<file path="src/rtl/alu_share_if.sv">
// Bundles the request, ALU and response signals of alu_share_arbiter.
//   req0_* / req1_* : valid/ready request channels carrying operands and opcode
//   alu_*           : operands and opcode out to the external combinational ALU,
//                     result and carry-out back from it
//   rsp_*           : valid/ready response channel tagged with the requester id
// The slave modport is the arbiter's view; master is the surrounding environment.
interface alu_share_if #(
  parameter int WIDTH = 32
);
  logic             req0_valid;
  logic             req0_ready;
  logic [WIDTH-1:0] req0_a;
  logic [WIDTH-1:0] req0_b;
  logic [2:0]       req0_op;

  logic             req1_valid;
  logic             req1_ready;
  logic [WIDTH-1:0] req1_a;
  logic [WIDTH-1:0] req1_b;
  logic [2:0]       req1_op;

  logic [WIDTH-1:0] alu_a;
  logic [WIDTH-1:0] alu_b;
  logic [2:0]       alu_op;
  logic [WIDTH-1:0] alu_result;
  logic             alu_cout;

  logic             rsp_valid;
  logic             rsp_ready;
  logic             rsp_id;
  logic [WIDTH-1:0] rsp_data;
  logic             rsp_cout;

  modport slave (
    input  req0_valid, req0_a, req0_b, req0_op,
    output req0_ready,
    input  req1_valid, req1_a, req1_b, req1_op,
    output req1_ready,
    output alu_a, alu_b, alu_op,
    input  alu_result, alu_cout,
    output rsp_valid, rsp_id, rsp_data, rsp_cout,
    input  rsp_ready
  );

  modport master (
    output req0_valid, req0_a, req0_b, req0_op,
    input  req0_ready,
    output req1_valid, req1_a, req1_b, req1_op,
    input  req1_ready,
    input  alu_a, alu_b, alu_op,
    output alu_result, alu_cout,
    input  rsp_valid, rsp_id, rsp_data, rsp_cout,
    output rsp_ready
  );
endinterface

</file>
<file path="src/rtl/alu_share_arbiter.sv">
// Shares one external combinational ALU between two requesters.
// Round-robin grant in IDLE, one EXEC cycle while the ALU settles on the
// registered operands, then RESP holds the tagged result until the consumer
// takes it. Completed responses are counted in ops_done.
//   clk, rst  : rising-edge clock, synchronous active-high reset
//   bus       : alu_share_if.slave (request, ALU and response channels)
//   busy      : high whenever the FSM is not in IDLE
//   ops_done  : completed response count, wraps modulo 2^CNT_W
module alu_share_arbiter #(
  parameter int WIDTH = 32,
  parameter int CNT_W = 16
) (
  input  logic             clk,
  input  logic             rst,
  alu_share_if.slave       bus,
  output logic             busy,
  output logic [CNT_W-1:0] ops_done
);

  typedef enum logic [1:0] {
    IDLE = 2'd0,
    EXEC = 2'd1,
    RESP = 2'd2
  } state_t;

  state_t           state_q, state_d;
  logic             last_id_q;   // requester granted most recently
  logic             pend_id_q;   // requester owning the operation in flight
  logic [WIDTH-1:0] alu_a_q, alu_b_q;
  logic [2:0]       alu_op_q;
  logic             rsp_valid_q, rsp_id_q, rsp_cout_q;
  logic [WIDTH-1:0] rsp_data_q;
  logic [CNT_W-1:0] ops_q;

  logic             gnt0, gnt1, grant, rsp_fire;

  always_comb begin
    state_d  = state_q;
    gnt0     = 1'b0;
    gnt1     = 1'b0;
    rsp_fire = 1'b0;
    case (state_q)
      IDLE: begin
        // On a tie the requester not granted last wins; the rst gate keeps
        // ready low while reset is asserted.
        if (!rst) begin
          gnt0 = bus.req0_valid && (!bus.req1_valid || last_id_q);
          gnt1 = bus.req1_valid && (!bus.req0_valid || !last_id_q);
        end
        if (gnt0 || gnt1) state_d = EXEC;
      end
      EXEC: state_d = RESP;
      RESP: begin
        rsp_fire = bus.rsp_ready;
        if (rsp_fire) state_d = IDLE;
      end
      default: state_d = IDLE;
    endcase
  end

  assign grant = gnt0 || gnt1;

  always_ff @(posedge clk) begin
    if (rst) begin
      state_q     <= IDLE;
      last_id_q   <= 1'b1;  // makes requester 0 win the first tie
      pend_id_q   <= 1'b0;
      alu_a_q     <= '0;
      alu_b_q     <= '0;
      alu_op_q    <= '0;
      rsp_valid_q <= 1'b0;
      rsp_id_q    <= 1'b0;
      rsp_data_q  <= '0;
      rsp_cout_q  <= 1'b0;
      ops_q       <= '0;
    end else begin
      state_q <= state_d;
      if (grant) begin
        alu_a_q   <= gnt1 ? bus.req1_a  : bus.req0_a;
        alu_b_q   <= gnt1 ? bus.req1_b  : bus.req0_b;
        alu_op_q  <= gnt1 ? bus.req1_op : bus.req0_op;
        pend_id_q <= gnt1;
      end
      // ALU output has had the whole EXEC cycle to settle on the held operands.
      if (state_q == EXEC) begin
        rsp_data_q  <= bus.alu_result;
        rsp_cout_q  <= bus.alu_cout;
        rsp_id_q    <= pend_id_q;
        rsp_valid_q <= 1'b1;
        last_id_q   <= pend_id_q;
      end
      if (rsp_fire) begin
        rsp_valid_q <= 1'b0;
        ops_q       <= ops_q + 1'b1;
      end
    end
  end

  assign bus.req0_ready = gnt0;
  assign bus.req1_ready = gnt1;
  assign bus.alu_a      = alu_a_q;
  assign bus.alu_b      = alu_b_q;
  assign bus.alu_op     = alu_op_q;
  assign bus.rsp_valid  = rsp_valid_q;
  assign bus.rsp_id     = rsp_id_q;
  assign bus.rsp_data   = rsp_data_q;
  assign bus.rsp_cout   = rsp_cout_q;
  assign busy           = (state_q != IDLE);
  assign ops_done       = ops_q;

endmodule

</file>
<file path="src/flat_wrapper.sv">
// flat-port wrapper written by rule: the top's interface ports become plain ports
module alu_share_arbiter_flat 
#(
  parameter int WIDTH = 32,
  parameter int CNT_W = 16
)
  (clk, rst, busy, ops_done, bus_req0_valid, bus_req0_a, bus_req0_b, bus_req0_op, bus_req0_ready, bus_req1_valid, bus_req1_a, bus_req1_b, bus_req1_op, bus_req1_ready, bus_alu_a, bus_alu_b, bus_alu_op, bus_alu_result, bus_alu_cout, bus_rsp_valid, bus_rsp_id, bus_rsp_data, bus_rsp_cout, bus_rsp_ready);
  alu_share_if #(.WIDTH(WIDTH)) bus_i ();
  input  logic clk;
  input  logic rst;
  output logic busy;
  output logic [CNT_W-1:0] ops_done;
  input wire logic [$bits(bus_i.req0_valid)-1:0] bus_req0_valid;
  input wire logic [$bits(bus_i.req0_a)-1:0] bus_req0_a;
  input wire logic [$bits(bus_i.req0_b)-1:0] bus_req0_b;
  input wire logic [$bits(bus_i.req0_op)-1:0] bus_req0_op;
  output wire logic [$bits(bus_i.req0_ready)-1:0] bus_req0_ready;
  input wire logic [$bits(bus_i.req1_valid)-1:0] bus_req1_valid;
  input wire logic [$bits(bus_i.req1_a)-1:0] bus_req1_a;
  input wire logic [$bits(bus_i.req1_b)-1:0] bus_req1_b;
  input wire logic [$bits(bus_i.req1_op)-1:0] bus_req1_op;
  output wire logic [$bits(bus_i.req1_ready)-1:0] bus_req1_ready;
  output wire logic [$bits(bus_i.alu_a)-1:0] bus_alu_a;
  output wire logic [$bits(bus_i.alu_b)-1:0] bus_alu_b;
  output wire logic [$bits(bus_i.alu_op)-1:0] bus_alu_op;
  input wire logic [$bits(bus_i.alu_result)-1:0] bus_alu_result;
  input wire logic [$bits(bus_i.alu_cout)-1:0] bus_alu_cout;
  output wire logic [$bits(bus_i.rsp_valid)-1:0] bus_rsp_valid;
  output wire logic [$bits(bus_i.rsp_id)-1:0] bus_rsp_id;
  output wire logic [$bits(bus_i.rsp_data)-1:0] bus_rsp_data;
  output wire logic [$bits(bus_i.rsp_cout)-1:0] bus_rsp_cout;
  input wire logic [$bits(bus_i.rsp_ready)-1:0] bus_rsp_ready;
  assign bus_i.req0_valid = bus_req0_valid;
  assign bus_i.req0_a = bus_req0_a;
  assign bus_i.req0_b = bus_req0_b;
  assign bus_i.req0_op = bus_req0_op;
  assign bus_req0_ready = bus_i.req0_ready;
  assign bus_i.req1_valid = bus_req1_valid;
  assign bus_i.req1_a = bus_req1_a;
  assign bus_i.req1_b = bus_req1_b;
  assign bus_i.req1_op = bus_req1_op;
  assign bus_req1_ready = bus_i.req1_ready;
  assign bus_alu_a = bus_i.alu_a;
  assign bus_alu_b = bus_i.alu_b;
  assign bus_alu_op = bus_i.alu_op;
  assign bus_i.alu_result = bus_alu_result;
  assign bus_i.alu_cout = bus_alu_cout;
  assign bus_rsp_valid = bus_i.rsp_valid;
  assign bus_rsp_id = bus_i.rsp_id;
  assign bus_rsp_data = bus_i.rsp_data;
  assign bus_rsp_cout = bus_i.rsp_cout;
  assign bus_i.rsp_ready = bus_rsp_ready;
  alu_share_arbiter #(.WIDTH(WIDTH), .CNT_W(CNT_W)) u_core (.clk(clk), .rst(rst), .bus(bus_i), .busy(busy), .ops_done(ops_done));
endmodule
</file>
<file path="config.mk">
export PLATFORM = sky130hd
export DESIGN_NAME = alu_share_arbiter_flat
export DESIGN_NICKNAME = d
export VERILOG_FILES = /design/src/rtl/alu_share_if.sv /design/src/rtl/alu_share_arbiter.sv /design/src/flat_wrapper.sv
export SDC_FILE = /design/constraint.sdc
export NUM_CORES = 1
export LEC_CHECK = 0
export CORE_MARGIN = 5
export CORE_UTILIZATION = 35
export CTS_CLUSTER_DIAMETER = 150
export DETAILED_ROUTE_END_ITERATION = 10
export PLACE_DENSITY = 0.78
export SLEW_MARGIN = 10
export SYNTH_ARGS = -nofsm -noshare
export SYNTH_HDL_FRONTEND = slang
export SYNTH_SLANG_ARGS = --single-unit
</file>
<file path="constraint.sdc">
create_clock -name clk -period 1.45 [get_ports clk]
set_input_delay 0.29 -clock clk [delete_from_list [all_inputs] [get_ports clk]]
set_output_delay 0.29 -clock clk [all_outputs]
set_load 0.02 [all_outputs]
</file>
==> metrics.md <==
| Metric | Value |
|---|---|
| Skew final | `0.0106 ns` |
| Status | `finished with violations` |
| TNS Setup | `-9.65 ns` |
| Worst-Margin Slew | `0.884 ns` |
| DP Area | `0.00848 sq mm` |
| Worst EP arrival | `1.40 ns` |
| Cells after DPL | `1,065` |
| Worst slack, placed | `-0.691 ns` |
| Worst min path class | `primary input to flip-flop` |
| Maximum clock rate | `590 MHz` |
| Simple-gate share of the synthesized area | `0.216` |
| Total GRT Usage | `0.238` |
| Post-synth EDFFs | `0` |
| CTS tree | `built` |
| P_sw | `3.00 mW` |
| Crit path capture type | `output port` |
| Commonest cells post-synth | `nand2_1, dfxtp_1, nor2_1` |
| Comb power frac | `0.270` |
| Final net count | `1,122` |
| Power Density | `991 mW/mm^2` |
| Pint | `7.30 mW` |
| Synth Cell Area | `0.00518 sq mm` |
| Post-Synth XOR/XNOR Area | `0.0152` |
| Hold slack final | `0.270 ns` |
| Syn Area/Cell | `~8.6 sq um` |
| Distinct cells, synth | `42` |
| Register share of total power | `0.361` |
| Vias in the first global route | `6,002` |
| Depth of the worst register-to-register path | `10` |
| Drt drc | `0` |
| DRT iter0 DRCs | `approximately 280` |
| Dpl hpwl | `12,800 um` |
| Clock slew at reported path FFs | `0.06 ns` |
| Adder-cell share of the synthesized area | `0.00242` |
| Startpoint Class | `flip-flop` |
| Util after Layout | `0.715` |
| DIE HEIGHT | `132 um` |
| CP Class | `flip-flop to output port` |
| Final period utilization | `1.17` |
| Die Wd | `132 um` |
| Top-Level Pins | `293` |
| Core Rows | `44` |
| Clock sink count | `122` |
| Ys Warns | `0` |
| RR Endpoint | `u_core.bus.alu_a[6]` |
| RSZ-0062 raised after global routing | `true` |
| DRT Pass-1 Iters | `4` |
| Total congestion overflow | `0` |
| Main combinational cell family by area after synthesis | `compound AO/OA/AOI/OAI gates` |
| Cell count after synthesis | `599` |
| Relative slew slack | `0.411` |
| Layout cells sized above 1 | `0.313` |
| Pin count of the biggest net entering global routing | `61` |
| Fill cells | `around 1,000` |
| Worst Slack Setup Final | `-0.244 ns` |
| CP endpoint | `bus_req0_ready` |
| Violated checks | `setup timing` |
| Sw Share | `0.292` |
| P_leak | `4.35 nW` |
| Finished Layout Cells | `between 1,000 and 1,500` |
| Post-synth top area share | `0.472` |
| R2r setup slk | `-0.22 ns` |
| Ant diodes | `0` |
| Final ANT Viol Nets | `0` |
| Critical path peak fanout | `3` |
| GP Congestion | `0.819` |
| Main synth FF type | `dfxtp_1` |
| WP data required | `~1.2 ns` |
| Synth top area cells | `dfxtp_1, nand2_1, a311oi_1, o221ai_2, a21oi_1` |
| Async SR Flop Fraction | `0` |
| Vias | `6,032` |
| Synthesized Nets | `~770` |
| WL per Instance | `~20 um` |
| Final Total Pwr | `between 10 and 15 mW` |
| Die ar. | `0.0173 sq mm` |
| Clk_lat worst skew | `0.41 ns` |
| Starting Density | `0.356` |
| Worst vdd ir | `between 700 and 800 uV` |
| Leading area contributor after synthesis | `dfxtp_1` |
| Core Area | `0.0145 sq mm` |
| # setup viols final | `76` |
| Root Buffer Master | `clkbuf_16` |
| Port bufs | `292` |
| Slew Viols, Final | `0` |
| Total clock buffers created by CTS | `17` |
| Critical Path Source | `u_core.state_q[0]` |
| Routed WL | `about 23,000 um` |
| Min cycle time layout | `1.69 ns` |
| Synth Register Bits | `around 120` |
| Most common cell in the netlist | `nand2_1` |
| Fin. Hold Viols | `0` |
| Sequential fraction of the synthesis area | `0.472` |
| MaxCap Viol Count | `0` |
| H-tree Lvls | `4` |
| Clock tree buffer depth | `2` |
| Initial antenna violation count | `0` |
| Critical R2R Launch | `u_core.state_q[1]` |
| Clock power share | `0.369` |
| Mux cell area share after synthesis | `0.00193` |
| Vias/cell | `5.27` |
| Area Overhead vs Synth | `101%` |
| First-pass GRT wire length | `32,800 um` |
| Post-synthesis compound-gate area fraction | `0.233` |
| Final Instance Area | `around 0.010 sq mm` |
==> cell type report <==
type                            instances  area, sq um  share of cell area
Clock inverter                          7         43.8             0.00421
Inverter                                4         25.0             0.00241
Multi-Input combinational cell        422         3010               0.289
Sequential cell                       122         2480               0.239
Timing Repair Buffer                  382         4130               0.397
Tap cell                              184          230              0.0221
Clock buffer                           24          482              0.0463
==> flip-flops by register name (all words and copies together) (netlist names) <==
signal and count:
u_core.state_q 2, u_core.ops_done 16, u_core.pend_id_q 1, u_core.bus.alu_b 32, u_core.bus.alu_op 3, u_core.bus.rsp_cout 1
u_core.last_id_q 1, u_core.bus.alu_a 32, u_core.bus.rsp_valid 1, u_core.bus.rsp_id 1, u_core.bus.rsp_data 32
==> layer usage <==
metal	vias up	wire length, um	part of all wire	GRT usage
li1	2808	-	-	-
met1	2915	8240	0.36	0.263
met2	259	11800	0.52	0.417
met3	50	2010	0.088	0.0921
met4	0	671	0.030	0.0789
met5	-	0	0	0
==> cells in the final DEF, fill, tap and decap left out, types with 24 or more instances in the layout <==
master and n:
clkdlybuf4s50_1 168, nand2_1 143, dfxtp_1 108, dlygate4sd2_1 91, nor2_1 47, a21oi_1 43
buf_4 36, a311oi_2 34, a21oi_2 24
==> how the worst min path moves through the flow <==
stage / start / to / cells past startpoint
6_report: rst / u_core.bus.alu_a[12] / 3
4_1_cts: rst / u_core.bus.alu_a[9] / 3
3_5_place_dp: u_core.bus.rsp_data[29] / u_core.bus.rsp_data[29] / 2
3_3_place_gp: u_core.bus.rsp_data[10] / u_core.bus.rsp_data[10] / 2
5_1_grt: rst / u_core.bus.alu_a[10] / 3
2_1_floorplan: bus_alu_cout / u_core.bus.rsp_cout / 2
==> power groups by stage <==
stage          combinational (mW)  clock, mW  sequential [mW]
3_3_place_gp                 2.15          0             3.77
3_5_place_dp                 2.16          0             3.78
5_1_grt                      2.93       4.03             3.74
4_1_cts                      2.64       3.84             3.71
2_1_floorplan               0.728          0             4.05
6_report                     2.78       3.80             3.72
==> kinds of logic after synthesis <==
family | Yosys count
compound gates | 144
xor+xnor | 9
fa+ha+maj | 1
buf+inv | 56
flops | 122
mux | 1
simple gates | 266
==> critical path, cell delays in order, from the launching register on <==
cell and delay, ns:
dfxtp_4 0.36, or3_1 0.36, nor2_2 0.15, buf_6 0.13
==> what timing repair did <==
action | in CTS | in global routing
cloned | 23 | 0
setup buffers | 30 | 8
pin swaps | 82 | 54
setup endpoints to repair | 198 | 102
gates resized for setup | 290 | 106
hold buffers | 0 | 0
(Power assumes the default switching activity.)
